$ cat src/rtl/dbus_master.sv
// dbus_master: converts one core load/store request into a single word-aligned
// DBus transaction with byte strobes, then returns aligned/extended load data.
// Misaligned addresses, illegal funct3 codes and bus timeouts complete with a
// qualified done pulse instead of (or after) a bus access.
module dbus_master #(
    parameter int unsigned TIMEOUT_CYCLES = 16
) (
    input  logic        clk,
    input  logic        rst_n,
    input  logic        req,
    input  logic        req_we,
    input  logic [31:0] req_addr,
    input  logic [2:0]  req_funct3,
    input  logic [31:0] req_wr_data,
    output logic        busy,
    output logic        done,
    output logic [31:0] rd_data,
    output logic        misaligned,
    output logic        fault,
    output logic        dbus_rd_en,
    output logic        dbus_wr_en,
    output logic [29:0] dbus_addr,
    output logic [31:0] dbus_wr_data,
    output logic [3:0]  dbus_wr_strobe,
    input  logic [31:0] dbus_rd_data,
    input  logic        dbus_ack
);

    localparam int unsigned CW = (TIMEOUT_CYCLES > 1) ? $clog2(TIMEOUT_CYCLES) : 1;
    localparam logic [CW-1:0] CNT_LAST = CW'(TIMEOUT_CYCLES - 1);

    localparam logic [1:0] S_IDLE   = 2'd0;
    localparam logic [1:0] S_ACCESS = 2'd1;
    localparam logic [1:0] S_RESP   = 2'd2;

    logic [1:0]    state_q, state_d;
    logic [CW-1:0] cnt_q, cnt_d;
    logic          busy_q, busy_d;
    logic          done_q, done_d;
    logic [31:0]   rd_data_q, rd_data_d;
    logic          misal_q, misal_d;
    logic          fault_q, fault_d;
    logic          rd_en_q, rd_en_d;
    logic          wr_en_q, wr_en_d;
    logic [29:0]   addr_q, addr_d;
    logic [31:0]   wd_q, wd_d;
    logic [3:0]    strb_q, strb_d;
    logic          we_q, we_d;
    logic [2:0]    f3_q, f3_d;
    logic [1:0]    off_q, off_d;

    logic          is_half, is_word, legal, misal_req;
    logic [3:0]    req_strb;
    logic [31:0]   req_wd;
    logic [31:0]   lshift;
    logic [31:0]   load_val;

    // Decode the request width/legality and build the lane-aligned store image.
    always_comb begin
        is_half  = 1'b0;
        is_word  = 1'b0;
        legal    = 1'b0;
        req_strb = '0;
        req_wd   = '0;
        case (req_funct3)
            3'b000: legal = 1'b1;
            3'b001: begin legal = 1'b1; is_half = 1'b1; end
            3'b010: begin legal = 1'b1; is_word = 1'b1; end
            3'b100: legal = !req_we;
            3'b101: begin legal = !req_we; is_half = 1'b1; end
            default: legal = 1'b0;
        endcase
        // Alignment is judged on width alone, so it outranks the load/store legality check.
        misal_req = (is_half && req_addr[0]) || (is_word && (req_addr[1:0] != 2'b00));
        if (req_we) begin
            case (req_funct3)
                3'b000: begin
                    req_strb = 4'b0001 << req_addr[1:0];
                    req_wd   = {24'b0, req_wr_data[7:0]} << {req_addr[1:0], 3'b000};
                end
                3'b001: begin
                    req_strb = 4'b0011 << req_addr[1:0];
                    req_wd   = {16'b0, req_wr_data[15:0]} << {req_addr[1:0], 3'b000};
                end
                3'b010: begin
                    req_strb = 4'b1111;
                    req_wd   = req_wr_data;
                end
                default: begin
                    req_strb = '0;
                    req_wd   = '0;
                end
            endcase
        end
    end

    // Select and extend the addressed byte/half from the responder's word.
    always_comb begin
        lshift = dbus_rd_data >> {off_q, 3'b000};
        case (f3_q)
            3'b000:  load_val = {{24{lshift[7]}}, lshift[7:0]};
            3'b001:  load_val = {{16{lshift[15]}}, lshift[15:0]};
            3'b010:  load_val = lshift;
            3'b100:  load_val = {24'b0, lshift[7:0]};
            3'b101:  load_val = {16'b0, lshift[15:0]};
            default: load_val = '0;
        endcase
    end

    // Next-state logic for the IDLE -> ACCESS -> RESP sequence.
    always_comb begin
        state_d   = state_q;
        cnt_d     = cnt_q;
        done_d    = 1'b0;
        rd_data_d = '0;
        misal_d   = 1'b0;
        fault_d   = 1'b0;
        rd_en_d   = rd_en_q;
        wr_en_d   = wr_en_q;
        addr_d    = addr_q;
        wd_d      = wd_q;
        strb_d    = strb_q;
        we_d      = we_q;
        f3_d      = f3_q;
        off_d     = off_q;
        case (state_q)
            S_IDLE: begin
                if (req) begin
                    if (misal_req) begin
                        state_d = S_RESP;
                        done_d  = 1'b1;
                        misal_d = 1'b1;
                    end else if (!legal) begin
                        state_d = S_RESP;
                        done_d  = 1'b1;
                        fault_d = 1'b1;
                    end else begin
                        state_d = S_ACCESS;
                        cnt_d   = '0;
                        rd_en_d = !req_we;
                        wr_en_d = req_we;
                        addr_d  = req_addr[31:2];
                        wd_d    = req_wd;
                        strb_d  = req_strb;
                        we_d    = req_we;
                        f3_d    = req_funct3;
                        off_d   = req_addr[1:0];
                    end
                end
            end
            S_ACCESS: begin
                if (dbus_ack) begin
                    state_d   = S_RESP;
                    rd_en_d   = 1'b0;
                    wr_en_d   = 1'b0;
                    done_d    = 1'b1;
                    rd_data_d = we_q ? '0 : load_val;
                end else if (cnt_q == CNT_LAST) begin
                    state_d = S_RESP;
                    rd_en_d = 1'b0;
                    wr_en_d = 1'b0;
                    done_d  = 1'b1;
                    fault_d = 1'b1;
                end else begin
                    cnt_d = cnt_q + 1'b1;
                end
            end
            S_RESP: state_d = S_IDLE;
            default: state_d = S_IDLE;
        endcase
        busy_d = (state_d != S_IDLE);
    end

    // State and output registers with synchronous active-low reset.
    always_ff @(posedge clk) begin
        if (!rst_n) begin
            state_q   <= S_IDLE;
            cnt_q     <= '0;
            busy_q    <= 1'b0;
            done_q    <= 1'b0;
            rd_data_q <= '0;
            misal_q   <= 1'b0;
            fault_q   <= 1'b0;
            rd_en_q   <= 1'b0;
            wr_en_q   <= 1'b0;
            addr_q    <= '0;
            wd_q      <= '0;
            strb_q    <= '0;
            we_q      <= 1'b0;
            f3_q      <= '0;
            off_q     <= '0;
        end else begin
            state_q   <= state_d;
            cnt_q     <= cnt_d;
            busy_q    <= busy_d;
            done_q    <= done_d;
            rd_data_q <= rd_data_d;
            misal_q   <= misal_d;
            fault_q   <= fault_d;
            rd_en_q   <= rd_en_d;
            wr_en_q   <= wr_en_d;
            addr_q    <= addr_d;
            wd_q      <= wd_d;
            strb_q    <= strb_d;
            we_q      <= we_d;
            f3_q      <= f3_d;
            off_q     <= off_d;
        end
    end

    assign busy           = busy_q;
    assign done           = done_q;
    assign rd_data        = rd_data_q;
    assign misaligned     = misal_q;
    assign fault          = fault_q;
    assign dbus_rd_en     = rd_en_q;
    assign dbus_wr_en     = wr_en_q;
    assign dbus_addr      = addr_q;
    assign dbus_wr_data   = wd_q;
    assign dbus_wr_strobe = strb_q;

endmodule

$ cat config.mk
export PLATFORM = sky130hd
export DESIGN_NAME = dbus_master
export DESIGN_NICKNAME = d
export VERILOG_FILES = /design/src/rtl/dbus_master.sv
export SDC_FILE = /design/constraint.sdc
export NUM_CORES = 1
export LEC_CHECK = 0
export BUFFER_PORTS_ARGS = -buffer_cell sky130_fd_sc_hd__buf_2
export CAP_MARGIN = 20
export CORE_MARGIN = 8
export CORE_UTILIZATION = 51
export CTS_CLUSTER_DIAMETER = 30
export DETAILED_ROUTE_END_ITERATION = 10
export GPL_TIMING_DRIVEN = 0
export PLACE_DENSITY_LB_ADDON = 0.12
export SLEW_MARGIN = 30
export SYNTH_ARGS = -nofsm -noshare
export SYNTH_HDL_FRONTEND = slang
export SYNTH_SLANG_ARGS = --single-unit
$ cat constraint.sdc
create_clock -name clk -period 5 [get_ports clk]
set_clock_uncertainty 0.1 [all_clocks]
set_input_delay 1 -clock clk [delete_from_list [all_inputs] [get_ports clk]]
set_output_delay 1 -clock clk [all_outputs]
set_load 0.01 [all_outputs]
==> results of run 1 <==
==> power groups by stage <==
stage / combinational (uW) / clock, uW / sequential [uW]
after floorplan: 124 / 0 / 986
after global placement: 234 / 0 / 977
after detailed placement: 239 / 0 / 978
after CTS: 242 / 1180 / 959
after global routing: 264 / 1230 / 961
final: 242 / 1160 / 959
==> registers in the layout (all words and copies together) (netlist names), 2 cells and up <==
| signal | count |
|---|---|
| dbus_wr_strobe | 4 |
| dbus_addr | 30 |
| rd_data | 32 |
| state_q | 2 |
| cnt_q | 4 |
| off_q | 2 |
| f3_q | 3 |
| dbus_wr_data | 32 |
==> per-stage QoR <==
stage / power [uW] / hold slack, ns / cell area (um^2)
after floorplan: 1110 / 0.335 / 4910
after detailed placement: 1220 / 0.341 / 6120
after global routing: 2450 / 0.382 / 6690
after global placement: 1210 / 0.340 / 6120
final: 2370 / 0.355 / 6690
after CTS: 2380 / 0.361 / 6690
==> kinds of logic (layout without fill, tap and decap cells) <==
family | count (synthesis) | count (layout) | synth area share (%)
flip-flops | 116 | 116 | 47.3
XOR/XNOR | 3 | 3 | 0.535
buffers and inverters | 40 | 276 | 4.20
AND/OR/NAND/NOR | 178 | 178 | 17.9
multiplexers | 29 | 29 | 6.16
adder cells (fa/ha/maj) | 1 | 1 | 0.255
AO/OA/AOI/OAI | 156 | 156 | 23.7
==> layout make-up <==
cell class	instances	area [um^2]
Multi-Input combinational cell	367	2380
Sequential cell	116	2320
Timing Repair Buffer	207	1040
Inverter	1	3.75
Buffer	39	203
Clock inverter	4	70.1
Clock buffer	25	504
Fill cell	825	2860
Tap cell	133	166
==> layout by cell type (no fill, tap or decap), types with 5 or more instances in the layout <==
cell,count
mux2i_1,19
a22oi_1,8
buf_2,219
dfxtp_1,116
nand2_1,105
clkbuf_8,7
clkbuf_16,16
o2bb2ai_1,26
a21boi_0,30
a22o_1,8
nand2b_1,5
a211oi_1,7
a222oi_1,16
nor2b_1,7
o21ai_0,13
buf_4,5
clkbuf_1,20
mux2_2,9
nand3_1,5
a21oi_1,31
a21boi_1,9
and2_1,8
nor2_1,27
==> worst max-delay path, delay by kind of cell <==
family | cells | cell delay (ns)
buf+inv | 3 | 0.73
simple gates | 2 | 0.67
compound gates | 2 | 0.22
==> routing by layer <==
metal  vias to the layer above  track usage (%)  part of all wire, %
li1                       2337                -                    -
met1                      2256             25.2                   40
met2                       196             39.0                   49
met5                         -                0                    0
met3                        24             9.49                  9.3
met4                         0             8.70                  1.6
==> worst max-delay path by stage <==
stage	from	to	slack [ns]	cells past startpoint
global placement	req_addr[0]	dbus_wr_data[7]$_SDFFE_PN0P_	2.23	8
detailed placement	req_addr[0]	dbus_wr_data[6]$_SDFFE_PN0P_	2.20	8
finish	req_funct3[1]	fault$_SDFF_PN0_	2.66	7
CTS	req_addr[0]	dbus_wr_data[4]$_SDFFE_PN0P_	2.72	8
global route	req_addr[0]	dbus_wr_data[26]$_SDFFE_PN0P_	2.59	7
floorplan	req_addr[0]	dbus_wr_data[4]$_SDFFE_PN0P_	2.56	7
==> impl_results.md, run 1 <==
* Clock Power Share at 49.2%
* Top-count cell post-synth: dfxtp_1
* Gp weighted congestion at 0.831
* Hold Crit Class: reg -> reg
* Area fraction of the dominant cell type after synthesis at 47.3%
* Worst reg2reg setup slack at 2.94 ns
* Vias in the first global route at 4,892
* Sw Ratio at a little under a quarter
* Critical path class: in -> reg
* N_diodes at 0
* Reg power frac at between 40 and 50%
* Largest area contributor in the netlist: dfxtp_1
* All-layer global routing usage at 23.0%
* Place WS at 2.20 ns
* Clk buf depth at 2
* Detail Route Antenna Nets at 0
* Cell area power density at 354 mW/mm^2
* Die X at 114 um
* Synth Register Bits at 116
* Top_reg_cell synth: dfxtp_1
* Minimum clock period at roughly 2.3 ns
* Setup tns final at 0 ns
* Unique masters post-synth at 51
* Synth top cells by count: dfxtp_1 (116), nand2_1 (105), a21oi_1 (31), a21boi_0 (30), nor2_1 (27)
* CTS Hold Bufs at 0
* Worst R2R Path Depth at 6
* Critical path required time at between 5 and 6 ns
* Synth top area cells: dfxtp_1 (47%), nand2_1 (8.0%), o2bb2ai_1 (4.6%)
* Die area at 0.0130 mm^2
* Skew-Pair Late Insertion Delay at 0.51 ns
* Final WL at about 15,000 um
* RSZ-0062 raised after global routing: no
* Clock root cell: clkbuf_8
* Highest clock rate at between 400 and 500 MHz
* Row cnt at 36
* Core ar. at 0.00955 mm^2
* # setup viols final at 0
* Worst reg2reg endpoint: rd_data[26]$_SDFF_PP0_
* Die H at 114 um
* Worst r2r src: f3_q[0]$_SDFFE_PN0P_
* CTS Sinks at between 100 and 150
* EDFF count, synth at 0
* Slew HR at 36.7%
* CP dominant cell by count: buf_2
* Peak supply drop at 212 uV
* Cell count after synthesis at 523
* CP max stage cell: nor3b_2
* Final #Nets at 854
* Post-synthesis average cell area at 9.39 um^2
* Initial antenna violation count at 0
* Area Overhead vs Synth at 36.2%
* Fraction of registers with async set/reset at 0%
* Post-route setup slack at around 2.7 ns
* Residual DRC at 0
* Critical path's largest stage delay at about 0.54 ns
* Critical Path End Type: flip-flop
* Max-cap viol count at 0
* Final Hold Viols at 0
* Starting Density at 51.5%
* Detailed router's first-iteration violation count at 360
* Post-CTS Setup Bufs at 0
* Placed Instances at 863
* Post-cts resize count at 0
* CP Max Fanout at 10
* DR vias/cell at 5.40
* # IOs at 208
* Share of post-route cells with drive strength above 1 at 36.2%
* Post-Layout Cell Count at 892
* Worst-path cell chain: buf_2, buf_4, nor3b_2, buf_2, o21ai_1, nand4_1, a21oi_1
* H-tree levels at 4
* CTS tree: built
* Post-Syn Area at 0.00491 mm^2
* Final HPWL DP at 11,400 um
* Largest net degree at the start of global routing at 17
* Post-synthesis sequential area ratio at between 40 and 50%
* Clock transition at the registers of the reported paths at 0.05 ns
* First-pass DRT Iterations at 5
* WHS Endpoint: dbus_addr[20]$_SDFFE_PN0P_
* Leak at 0.00295 uW
* Slew Limit Fails at 0
* Worst Min Path Start: dbus_addr[20]$_SDFFE_PN0P_
* Port Buffers at 207
* Arrival @ worst endpoint at 2.63 ns
* Status: finished, final reports clean
* Total gr overflow at 0
* First-pass GRT wire length at 24,000 um
* Slew at the pin closest to its max-slew limit at 0.942 ns
* Yosys Warn Count at 0
* Internal at 1830 uW
* Tcrit/Tclk final at between 40 and 50%
* Syn Nets at 628
* Wire per inst at between 15 and 20 um
* Logic pwr share at roughly a tenth
* Switching pwr at 539 uW
* Startpoint Class: input pin
* Hold path depth at 2
* Final Util at 70.1%
* Cts bufs inserted at 17
* Vias at 4,813
Note: power is estimated with default switching activity, not from simulation.
==> run 2: changes to the inputs <==
--- a/config.mk
+++ b/config.mk
@@ -5,10 +5,11 @@
 export SDC_FILE = /design/constraint.sdc
 export NUM_CORES = 1
 export LEC_CHECK = 0
+export ABC_AREA = 1
 export BUFFER_PORTS_ARGS = -buffer_cell sky130_fd_sc_hd__buf_2
 export CAP_MARGIN = 20
 export CORE_MARGIN = 8
-export CORE_UTILIZATION = 51
+export CORE_UTILIZATION = 44
 export CTS_CLUSTER_DIAMETER = 30
 export DETAILED_ROUTE_END_ITERATION = 10
 export GPL_TIMING_DRIVEN = 0
==> constraint.sdc (replaced) <==
create_clock -name clk -period 1.98 [get_ports clk]
set_clock_uncertainty 0.1 [all_clocks]
set_input_delay 0.396 -clock clk [delete_from_list [all_inputs] [get_ports clk]]
set_output_delay 0.396 -clock clk [all_outputs]
set_load 0.01 [all_outputs]
==> impl_results.md, run 2 <==
* EDFF count, synth at 0
* Post-synthesis sequential area ratio at 42.9%
* Syn Nets at 935
* Cts bufs inserted at 17
* Total power at 6670 uW
* Residual DRC at 0
* Vias in the first global route at approximately 5,800
* Unique masters post-synth at 27
* Post-CTS Setup Bufs at 0
* Commonest non-fill, non-tap cell in the layout: nand2_1
* H-tree levels at 4
* Area fraction of the dominant cell type after synthesis at 42.9%
* Final HPWL DP at 14,200 um
* Gp weighted congestion at around 0.94
* DR vias/cell at between 4 and 5
* Minimum clock period at 1.79 ns
* Starting Density at 45.1%
* Die X at roughly 130 um
* Startpoint Class: flip-flop
* RSZ-0062 raised after global routing: no
* # IOs at 208
* CP Max Fanout at 10
* Skew-Pair Late Insertion Delay at 0.41 ns
* Synth Register Bits at 116
* Arrival @ worst endpoint at 1.99 ns
* Setup tns final at 0 ns
* Post-Syn Area at 0.00542 mm^2
* Internal at 4980 uW
* Initial antenna violation count at 0
* Total gr overflow at 0
* Cell count after synthesis at 830
* Largest net degree at the start of global routing at 17
* Max-cap viol count at 0
* Share of post-route cells with drive strength above 1 at 26.1%
* Synth top cells by count: nand2_1 (294), dfxtp_1 (116), nor2_1 (99), o21ai_0 (62), inv_1 (56)
* Top_reg_cell synth: dfxtp_1
* Detailed router's first-iteration violation count at 373
* Largest area contributor in the netlist: dfxtp_1
* N_diodes at 0
* Port Buffers at between 200 and 250
* # setup viols final at 0
* Slew HR at 62.0%
* CTS tree: built
* Die H at 127 um
* Core ar. at 0.0120 mm^2
* Yosys Warn Count at 0
* First-pass GRT wire length at 28,100 um
* Clock transition at the registers of the reported paths at 0.05 ns
* Clock Power Share at 47.9%
* Critical path required time at roughly 2.2 ns
* Critical path class: reg -> reg
* Hold Crit Class: in -> reg
* Final Hold Viols at 0
* Peak supply drop at 448 uV
* Highest clock rate at 559 MHz
* Post-synthesis average cell area at approximately 6.5 um^2
* Status: finished, final reports clean
* # fillers at 1,222
* Switching pwr at 1700 uW
* Slew Limit Fails at 0
* Reg power frac at 37.2%
* Clk buf depth at 2
* All-layer global routing usage at 21.7%
* Cell area power density at between 900 and 1000 mW/mm^2
* CTS Sinks at 116
* Critical Path End Type: flip-flop
* Clock root cell: clkbuf_16
* Detail Route Antenna Nets at 0
* Area Overhead vs Synth at 34.2%
* Logic pwr share at 14.9%
* Die area at 0.0161 mm^2
* Tcrit/Tclk final at between 90 and 100%
* Final #Nets at between 1,000 and 1,500
* Synth top area cells: dfxtp_1 (43%), nand2_1 (20%), nor2_1 (6.9%)
* First-pass DRT Iterations at 5
* Wire per inst at ~15 um
* Sw Ratio at 25.4%
* Commonest non-fill, non-tap cells in the layout: nand2_1 (294), buf_2 (226), dfxtp_1 (116)
* Fraction of registers with async set/reset at 0%
* Slew at the pin closest to its max-slew limit at 0.570 ns
* Leak at 0.00381 uW
* Vias at 6,033
* Final WL at around 18,000 um
* Top-count cell post-synth: nand2_1
* Row cnt at 40
-- run 2: cell count changes in the layout (fill, tap and decap cells not counted), moves of 9 or more --
cell / before / now
nand2_1: 105 / 294
nor2_1: 27 / 99
inv_1: 0 / 56
o21ai_0: 13 / 62
nand3_1: 5 / 46
a21boi_0: 30 / 0
o2bb2ai_1: 26 / 0
a21oi_1: 31 / 53
mux2i_1: 19 / 0
a222oi_1: 16 / 0
nand4_1: 2 / 18
a21boi_1: 9 / 0
mux2_2: 9 / 0
-- run 2: worst paths after layout --
path / end / slack (ns) / start / depth (start not counted)
setup / recovery: rd_data[3]$_SDFF_PP0_ / 0.19 / off_q[0]$_SDFFE_PN0P_ / 5
hold / removal: dbus_addr[8]$_SDFFE_PN0P_ / 0.14 / req_addr[10] / 3
setup reg to reg: rd_data[3]$_SDFF_PP0_ / 0.19 / off_q[0]$_SDFFE_PN0P_ / 5
hold reg to reg: dbus_wr_data[4]$_SDFFE_PN0P_ / 0.36 / dbus_wr_data[4]$_SDFFE_PN0P_ / 2
-- run 2: final cells by class --
| type | instances | area (um^2) | share of cell area (%) |
|---|---|---|---|
| plain buffers | 46 | 208 | 2.86 |
| clock buffers | 22 | 474 | 6.52 |
| clock inverters | 9 | 151 | 2.08 |
| inverters | 64 | 240 | 3.30 |
| multi-input cells | 604 | 2660 | 36.5 |
| flip-flops and latches | 116 | 2320 | 31.9 |
| well taps | 147 | 184 | 2.53 |
| repair buffers | 207 | 1040 | 14.2 |
-- run 2: power groups by stage --
stage / sequential, uW / clock, uW / combinational [uW]
detailed placement: 2530 / 0 / 983
floorplan: 2560 / 0 / 573
CTS: 2480 / 3260 / 990
finish: 2480 / 3200 / 995
global route: 2490 / 3340 / 1130
global placement: 2520 / 0 / 991
-- run 2: repair_timing --
action / in CTS / in global routing
hold buffers: 0 / 0
setup endpoints to repair: 0 / 10
gates resized for setup: 0 / 1
-- run 2: logic make-up after synthesis --
family / share of synthesized area (%)
xor+xnor: 0.162
simple gates: 36.0
compound gates: 12.5
fa+ha+maj: 0.231
buf+inv: 8.27
flops: 42.9
-- run 2: metal layers --
layer  up-vias  part of all wire, %  wire (um)  track usage [%]
met5         -                    0          0                0
met4         0                  1.8        322             7.63
met3        27                  7.4       1310             6.70
met2       220                   46       8270             35.9
met1      2694                   44       7920             25.9
li1       3092                    -          -                -
-- run 2: stage by stage --
stage,cells,hold WS (ns),instance area [um^2],setup WS [ns],util (%)
2_1_floorplan,830,0.345,5420,0.455,-
3_3_place_gp,1184,0.349,6640,-0.159,55.3
3_5_place_dp,1184,0.352,6640,-0.138,55.3
4_1_cts,1215,0.119,7260,0.170,60.5
5_1_grt,1215,0.155,7270,0.0143,60.5
6_report,1215,0.137,7270,0.190,60.5
-- run 2: worst max-delay path, stage by stage, from the launching register on --
cell,delay [ns]
dfxtp_1,0.38
buf_2,0.23
clkbuf_1,0.34
o21ai_0,0.29
o21ai_0,0.26
nor2_1,0.08
==> run 3: changes to the inputs <==
--- a/config.mk
+++ b/config.mk
@@ -9,7 +9,8 @@
 export BUFFER_PORTS_ARGS = -buffer_cell sky130_fd_sc_hd__buf_2
 export CAP_MARGIN = 20
 export CORE_MARGIN = 8
-export CORE_UTILIZATION = 44
+export CORE_UTILIZATION = 46
+export CTS_BUF_LIST = sky130_fd_sc_hd__clkbuf_2 sky130_fd_sc_hd__clkbuf_4 sky130_fd_sc_hd__clkbuf_8
 export CTS_CLUSTER_DIAMETER = 30
 export DETAILED_ROUTE_END_ITERATION = 10
 export GPL_TIMING_DRIVEN = 0
==> impl_results.md, run 3 (same netlist as run 2, synthesis figures left out) <==
* Startpoint Class: flip-flop
* Starting Density at 47.2%
* H-tree levels at 4
* Detailed router's first-iteration violation count at 326
* Share of post-route cells with drive strength above 1 at between 20% and 30%
* First-pass DRT Iterations at 5
* Largest net degree at the start of global routing at 17
* Final WL at 17,100 um
* CP Max Fanout at 10
* Slew at the pin closest to its max-slew limit at 0.558 ns
* Final #Nets at 1,162
* Vias in the first global route at 5,693
* Final Util at about three fifths
* RSZ-0062 raised after global routing: no
* Final HPWL DP at roughly 14,000 um
* Row cnt at 39
* Register Area at between 0.002 and 0.0025 mm^2
* Core ar. at 0.0115 mm^2
* Minimum clock period at 1.79 ns
* # fillers at 1,182
* Peak supply drop at 523 uV
* # IOs at approximately 210
* CTS tree: built
* Skew-Pair Late Insertion Delay at 0.43 ns
* CTS Sinks at 116
* Hold Crit Class: in -> reg
* Commonest non-fill, non-tap cells in the layout: nand2_1 (294), buf_2 (226), dfxtp_1 (116)
* N_diodes at 0
* Die H at ~120 um
* Max-cap viol count at 0
* Critical Path End Type: flip-flop
* Critical path class: reg -> reg
* Leak at 0.00370 uW
* Critical path required time at approximately 2.2 ns
* Detail Route Antenna Nets at 0
* CTS Hold Bufs at 0
* Initial antenna violation count at 0
* Hold WS at 0.116 ns
* Gp weighted congestion at 0.943
* Highest clock rate at 557 MHz
* Die X at 125 um
* Status: finished, final reports clean
* Clock transition at the registers of the reported paths at 0.07 ns
* Clock root cell: clkbuf_8
* Arrival @ worst endpoint at around 2.1 ns
* Clk buf depth at 2
* Commonest non-fill, non-tap cell in the layout: nand2_1
* Port Buffers at 207
* First-pass GRT wire length at 27,400 um
* # setup viols final at 0
* Total power at 5530 uW
* Wire per inst at 14.1 um
* Cell area power density at roughly 790 mW/mm^2
* Total gr overflow at 0
* Residual DRC at 0
* Vias at 5,909
* Tcrit/Tclk final at 90.6%
* All-layer global routing usage at 21.4%
* Final Hold Viols at 0
* Slew HR at 62.8%
* Area Overhead vs Synth at 29.7%
* Slew Limit Fails at 0
* Area occupied by multi-input gates at 0.00266 mm^2
* DR vias/cell at 4.88
* Die area at 0.0155 mm^2
* Cts bufs inserted at 17
==> run 3: changes by cell type in the layout (fill, tap and decap cells not counted) <==
cell        delta
buf_4          +1
bufinv_16      -2
clkbuf_1       -2
clkbuf_16     -17
clkbuf_4       +1
clkbuf_8      +16
clkinv_2       +2
clkinvlp_4     +1
==> run 3: timing repair <==
action | in CTS | in global routing
gates resized for setup | 0 | 1
setup buffers | 0 | 1
endpoints found under the setup margin | 0 | 5
==> run 3: cell type report <==
| class | count | share of cell area, % |
|---|---|---|
| tap | 143 | 2.55 |
| multi-input combinational | 604 | 37.8 |
| sequential | 116 | 33.1 |
| clock buffer | 20 | 3.83 |
| inverter | 64 | 3.42 |
| timing repair buffer | 208 | 14.9 |
| clock inverter | 10 | 1.55 |
| buffer | 46 | 2.96 |
==> run 3: worst max-delay path: stages (launching register included) <==
cell     delay [ns]
dfxtp_1        0.36
inv_2          0.07
nand2_1        0.09
nor2_2         0.20
nand4_4        0.20
nor2_2         0.14
buf_4          0.18
buf_6          0.15
nand2_1        0.08
a21oi_1        0.15
==> run 3: where the power goes <==
part           total [uW]  internal, uW  switching (uW)
sequential           2480          2430            47.3
clock                2070          1170             894
combinational         988           355             633
==> run 3: worst paths after layout <==
check / from / end / slack [ns] / depth (start not counted)
setup / recovery: state_q[1]$_SDFF_PN0_ / dbus_wr_strobe[0]$_SDFFE_PN0P_ / 0.19 / 9
hold / removal: req_addr[13] / dbus_addr[11]$_SDFFE_PN0P_ / 0.12 / 3
setup reg to reg: state_q[1]$_SDFF_PN0_ / dbus_wr_strobe[0]$_SDFFE_PN0P_ / 0.19 / 9
hold reg to reg: dbus_rd_en$_SDFFE_PN0P_ / dbus_rd_en$_SDFFE_PN0P_ / 0.36 / 2
==> run 3: per-layer routing <==
| metal | vias to the layer above | global-route usage, % | share of wire (%) |
|---|---|---|---|
| met3 | 27 | 6.98 | 7.1 |
| met4 | 0 | 8.72 | 2.2 |
| met1 | 2565 | 24.7 | 44 |
| met5 | - | 0 | 0 |
| li1 | 3093 | - | - |
| met2 | 224 | 35.8 | 47 |
==> run 3: metrics by stage <==
stage               cells  setup TNS (ns)  cell area, um^2  worst slack [ns]
finish               1211               0             7030             0.185
global route         1211               0             7030           0.00636
CTS                  1210               0             7010             0.112
detailed placement   1180           -4.26             6630            -0.240
global placement     1180           -3.65             6630            -0.257
floorplan             830               0             5420             0.455
